`src/rtl/matmul_ctrl_p.sv`:
```
// N x N matrix-multiply controller: streams row i of A and column j of B out of
// single-port register files, accumulates N products, and writes C[i][j].
module matmul_ctrl_p #(
    parameter int N  = 64,
    parameter int DW = 8,
    parameter int AW = $clog2(N*N),
    parameter int CW = 2*DW + $clog2(N)
) (
    input  logic          clk,
    input  logic          rst,
    input  logic          start,
    input  logic          abort,
    input  logic          signed_mode,
    output logic          busy,
    output logic          done,
    output logic          nce_a,
    output logic [AW-1:0] addr_a,
    input  logic [DW-1:0] do_a,
    output logic          nce_b,
    output logic [AW-1:0] addr_b,
    input  logic [DW-1:0] do_b,
    output logic          nce_c,
    output logic          nwrt_c,
    output logic [AW-1:0] addr_c,
    output logic [CW-1:0] din_c
);

    localparam int LW = $clog2(N);

    typedef enum logic [2:0] {
        S_IDLE,
        S_RUN,
        S_DRAIN,
        S_WRITE,
        S_DONE
    } state_t;

    state_t        state;
    state_t        state_nxt;
    logic [LW-1:0] i;
    logic [LW-1:0] j;
    logic [LW-1:0] k;
    logic [CW-1:0] acc;
    logic          sgn;
    logic [AW-1:0] addr_c_r;
    logic [CW-1:0] din_c_r;
    logic          last_k;
    logic          last_j;
    logic          last_elem;
    logic [CW-1:0] acc_sum;

    // DW x DW product widened to the accumulator width; zero- or sign-extended.
    function automatic logic [CW-1:0] prod(input logic [DW-1:0] a,
                                           input logic [DW-1:0] b,
                                           input logic          s);
        logic signed [2*DW-1:0] ps;
        logic        [2*DW-1:0] pu;
        ps = $signed({{DW{a[DW-1]}}, a}) * $signed({{DW{b[DW-1]}}, b});
        pu = {{DW{1'b0}}, a} * {{DW{1'b0}}, b};
        if (s)
            return {{(CW-2*DW){ps[2*DW-1]}}, ps};
        else
            return {{(CW-2*DW){1'b0}}, pu};
    endfunction

    assign last_k    = (k == LW'(N-1));
    assign last_j    = (j == LW'(N-1));
    assign last_elem = last_j && (i == LW'(N-1));
    assign acc_sum   = acc + prod(do_a, do_b, sgn);

    // N is a power of two, so i*N+k etc. are plain concatenations.
    assign addr_a = {i, k};
    assign addr_b = {k, j};
    assign addr_c = addr_c_r;
    assign din_c  = din_c_r;

    always_comb begin
        state_nxt = state;
        busy      = 1'b0;
        done      = 1'b0;
        nce_a     = 1'b1;
        nce_b     = 1'b1;
        nce_c     = 1'b1;
        nwrt_c    = 1'b1;
        case (state)
            S_IDLE: begin
                if (start)
                    state_nxt = S_RUN;
            end
            S_RUN: begin
                busy  = 1'b1;
                nce_a = 1'b0;
                nce_b = 1'b0;
                if (abort)
                    state_nxt = S_IDLE;
                else if (last_k)
                    state_nxt = S_DRAIN;
            end
            S_DRAIN: begin
                busy = 1'b1;
                if (abort)
                    state_nxt = S_IDLE;
                else
                    state_nxt = S_WRITE;
            end
            S_WRITE: begin
                busy = 1'b1;
                // An abort in the write cycle kills the strobe itself.
                nce_c  = abort;
                nwrt_c = abort;
                if (abort)
                    state_nxt = S_IDLE;
                else if (last_elem)
                    state_nxt = S_DONE;
                else
                    state_nxt = S_RUN;
            end
            S_DONE: begin
                done      = 1'b1;
                state_nxt = S_IDLE;
            end
            default: state_nxt = S_IDLE;
        endcase
    end

    always_ff @(posedge clk or posedge rst) begin
        if (rst)
            state <= S_IDLE;
        else
            state <= state_nxt;
    end

    always_ff @(posedge clk or posedge rst) begin
        if (rst) begin
            i        <= '0;
            j        <= '0;
            k        <= '0;
            acc      <= '0;
            sgn      <= 1'b0;
            addr_c_r <= '0;
            din_c_r  <= '0;
        end else begin
            case (state)
                S_IDLE: begin
                    if (start) begin
                        i   <= '0;
                        j   <= '0;
                        k   <= '0;
                        sgn <= signed_mode;
                    end
                end
                S_RUN: begin
                    if (abort) begin
                        i <= '0;
                        j <= '0;
                        k <= '0;
                    end else begin
                        // Read data lags the address by one cycle, so k=0 sees stale data.
                        k <= k + LW'(1);
                        if (k == '0)
                            acc <= '0;
                        else
                            acc <= acc_sum;
                    end
                end
                S_DRAIN: begin
                    if (abort) begin
                        i <= '0;
                        j <= '0;
                        k <= '0;
                    end else begin
                        acc      <= acc_sum;
                        din_c_r  <= acc_sum;
                        addr_c_r <= {i, j};
                    end
                end
                S_WRITE: begin
                    if (abort) begin
                        i <= '0;
                        j <= '0;
                        k <= '0;
                    end else begin
                        j <= j + LW'(1);
                        if (last_j)
                            i <= i + LW'(1);
                    end
                end
                default: ;
            endcase
        end
    end

endmodule

```
`config.mk`:
```
export PLATFORM = sky130hd
export DESIGN_NAME = matmul_ctrl_p
export DESIGN_NICKNAME = d
export VERILOG_FILES = /design/src/rtl/matmul_ctrl_p.sv
export SDC_FILE = /design/constraint.sdc
export NUM_CORES = 1
export LEC_CHECK = 0
export ABC_AREA = 0
export CAP_MARGIN = 30
export CORE_MARGIN = 2
export CORE_UTILIZATION = 40
export DETAILED_ROUTE_END_ITERATION = 16
export PLACE_DENSITY = 0.61
export SETUP_SLACK_MARGIN = 0.15
export SYNTH_ARGS = -nofsm -noshare
export SYNTH_HDL_FRONTEND = slang
export SYNTH_SLANG_ARGS = --single-unit
```
`constraint.sdc`:
```
create_clock -name clk -period 4.25 [get_ports clk]
set_clock_uncertainty 0.15 [all_clocks]
set_input_delay 1.0625 -clock clk [delete_from_list [all_inputs] [get_ports clk]]
set_output_delay 1.0625 -clock clk [all_outputs]
set_load 0.1 [all_outputs]
```
==> metrics.md <==
| Metric | Value |
|---|---|
| Result of the run | `complete, but fails checks` |
| Failing checks | `negative setup slack` |
| Number of nets with antenna violations after routing | `0` |
| Fmax | `155.2 MHz` |
| Most instantiated flip-flop cell in the synthesis netlist | `dfrtp_1` |
| Count of buffers inserted at the top-level ports | `84` |
| RSZ-0062 raised after global routing | `true` |
| Cell variety after synth | `70` |
| Number of buffers on the longest clock path | `2` |
| Hold/Removal Path Class | `reg -> reg` |
| Met3 track demand over resource in global routing | `0.02545` |
| Initial core utilization | `0.4101` |
| Width of the die | `about 150 µm` |
| Part of the Yosys area used for sequential elements | `0.2243` |
| Core area | `0.02122 mm²` |
| Most common cell after layout, fill and taps aside | `inv_1` |
| Number of clock sinks | `78` |
| Crit path launch type | `primary input` |
| Worst vdd ir | `between 0.0005 and 0.0006 V` |
| Cell area after layout | `roughly 0.012 mm²` |
| Aggregate negative setup slack | `-53.99 ns` |
| Instance count of the mapped netlist | `slightly below 1000` |
| CP required | `between 4 and 5 ns` |
| Worst-margin pin slew | `approximately 1 ns` |
| Post-route fraction of the period consumed by the critical path | `1.516` |
| Final Net Count | `1406` |
| Die Area | `approximately 0.023 mm²` |
| Time the final worst path needs with I/O delays and setup | `6.442 ns` |
| Relative contribution of combinational cells to total power | `0.822` |
| Via count of the first global-routing pass | `~7400` |
| I/O pin cnt | `between 80 and 90` |
| Cell area reported after detailed placement | `between 0.01 and 0.015 mm²` |
| Mean cell area of the mapped netlist | `8.765 µm²` |
| Met2 Resource Use GR | `0.3333` |
| Clk_lat worst skew | `0.35 ns` |
| Fillers | `1873` |
| Crit. End Element | `flop` |
| DR iter-0 viols | `331` |
| Register bit total from synthesis | `78` |
| Clk slew on worst S/H paths | `~0.06 ns` |
| Net Switching | `~4500 µW` |
| Die span in y | `about 150 µm` |
| Switching share of power | `0.4599` |
| Placement Rows | `53` |
| Worst Setup Path Type | `in -> reg` |
| GRT Overall Usage | `0.1936` |
| Congestion Overflow GR | `0` |
| Peak-usage layer in the global routing report | `met2` |
| Total of max-cap violations | `0` |
| Wire length of the first global-routing pass | `35.45 mm` |
| Clock tree from TritonCTS | `done` |
| Count of flip-flops with a built-in enable after synthesis | `0` |
| Post-route non-filler standard cell count | `approximately 1500` |
| Post-detailed-route wirelength per cell | `about 14 µm` |
| Clock tree root driver cell | `clkbuf_16` |
| Commonest cells after routing, fill and taps aside | `inv_1, buf_4, nand2_1` |
| Areal power density over the cells | `~790 mW/mm²` |
| Met1 routing resource usage after global routing | `0.2657` |
| Setup slack after layout | `-2.192 ns` |
| DRC violation count after routing | `0` |
| Antenna violations before repair | `0` |
| Ratio of cells with drive above 1 in the final layout | `0.3178` |
| Largest fanout of any net on the critical path | `4` |
| Pre-CTS setup slack | `-3.299 ns` |
| ANT cells | `0` |
| TritonCTS buffer count | `9` |
| H-tree levels | `3` |
| Ys async rst share | `1.000` |
| Estimated wirelength of the detail-placed design | `16.85 mm` |
| Critical path arrival | `around 6.6 ns` |
| Syn Std Cell Area | `0.008703 mm²` |
| Total of endpoints with negative setup slack in the final report | `34` |
| Sequential share of power | `0.096` |
| Number of pins exceeding their max-slew limit in the final report | `0` |
| Syn. warnings | `0` |
| Drt total wl | `approximately 22 mm` |
| Final estimated routing congestion in global placement | `just over 0.8` |
| Nets in the synthesized netlist | `approximately 1200` |
| Worst relative slew slack | `0.3144` |
| Number of vias per cell | `4.939` |
| Count of hold buffers inserted by post-cts repair | `0` |
| # placed instances | `1460` |
| Area growth from synthesis to layout | `42.21%` |
| Relative contribution of the clock network to total power | `0.083` |
| Cell-internal power | `5304 µW` |
| Hold Fails Final Rpt | `0` |
| Static Leak | `approximately 0.0060 µW` |
| Maximum number of pins on one net before global-route repair | `44` |
| Count of vias placed by the detailed router | `7403` |
| Router iterations before antenna repair | `4` |
## Yosys cell counts, types with 18 or more instances
master	number	area, µm²
a21oi_1	33	165.2
dfrtp_1	78	1952
xor2_1	22	192.7
ha_1	80	1001
xnor2_1	26	227.7
and2_1	44	275.3
fa_1	86	1722
nand3_1	18	90.09
o21ai_0	68	340.3
nor2_1	43	161.4
inv_1	174	653.1
clkbuf_1	20	75.07
nand2_1	125	469.2
## critical path, cell delays in order
cell and delay [ns]:
buf_8 0.10, buf_6 0.10, buf_4 0.14, and2_1 0.16, inv_1 0.07, fa_1 0.44
inv_2 0.08, fa_2 0.45, fa_1 0.54, inv_1 0.05, fa_1 0.52, inv_1 0.06
ha_4 0.17, a21oi_4 0.16, nand2b_4 0.15, o31ai_4 0.09, o2111a_1 0.27, nor3_4 0.27
o21ai_4 0.10, ha_4 0.26, and3_4 0.15, a311oi_4 0.32, or4b_4 0.52, a211oi_2 0.18
o21bai_1 0.13
## registers in the layout, indices dropped and copies added, names as in the netlist
signal / cells
acc: 22
addr_c: 12
din_c: 22
i: 6
j: 6
k: 6
sgn: 1
state: 3
## path summary, 6_finish.rpt
kind / start / endpoint / slack, ns / depth (start not counted)
min reg2reg: addr_c[4]$_DFFE_PP0P_ / addr_c[4]$_DFFE_PP0P_ / 0.33 / 2
max in group asynchronous: rst / din_c[2]$_DFFE_PP0P_ / 2.20 / 3
max reg2reg: sgn$_DFFE_PP0P_ / acc[18]$_DFFE_PP0P_ / 0.77 / 10
min in group asynchronous: rst / k[2]$_DFFE_PP0P_ / 1.00 / 2
max: do_a[4] / acc[18]$_DFFE_PP0P_ / -2.19 / 25
min: addr_c[4]$_DFFE_PP0P_ / addr_c[4]$_DFFE_PP0P_ / 0.33 / 2
## cells by family (layout without fill, tap and decap cells)
group                      Yosys count  after routing  share of synthesized area
buffers and inverters              211            442                    0.09948
muxes                               10             10                    0.01222
and+or+nand+nor                    297            297                     0.1646
xor gates and xnor gates            48             48                    0.04830
adders and majority gates          166            166                     0.3128
DFF                                 78             78                     0.2243
AOI/OAI and AO/OA                  183            183                     0.1383
## routing by layer
layer / wire length [µm] / part of all wire
met5: 0 / 0
met4: 180 / 0.0083
met2: 10900 / 0.50
met1: 10130 / 0.47
met3: 429 / 0.020
## cell type report
| cell class | instances | area, µm² | area share |
|---|---|---|---|
| Inverter | 176 | 661.9 | 0.05348 |
| Clock inverter | 7 | 80.08 | 0.006470 |
| Tap cell | 275 | 344.1 | 0.02780 |
| Multi-Input combinational cell | 704 | 6867 | 0.5548 |
| Sequential cell | 78 | 1952 | 0.1577 |
| Timing Repair Buffer | 250 | 2247 | 0.1816 |
| Clock buffer | 9 | 225.2 | 0.01820 |
## power groups by stage
| stage | clock network [µW] | logic [µW] | registers, µW |
|---|---|---|---|
| 2_1_floorplan | 0 | 4250 | 957 |
| 3_3_place_gp | 0 | 6190 | 943 |
| 3_5_place_dp | 0 | 6280 | 942 |
| 4_1_cts | 823 | 7350 | 932 |
| 5_1_grt | 857 | 8830 | 952 |
| 6_report | 811 | 8070 | 938 |
## metrics by stage
stage,total power [µW],util,hold WS (ns)
after global routing,10640,0.5833,0.3497
after detailed placement,7224,0.5238,0.3119
final,9820,0.5833,0.3250
after global placement,7133,0.5238,0.3102
after floorplan,5203,-,0.3046
after CTS,9105,0.5647,0.3309
## repair_timing
action / 4_1_cts / 5_1_grt
endpoints found under the setup margin: 38 / 36
setup buffers: 15 / 7
pin swaps: 91 / 64
gates resized for setup: 192 / 76
Power figures use the tool's default switching activity.
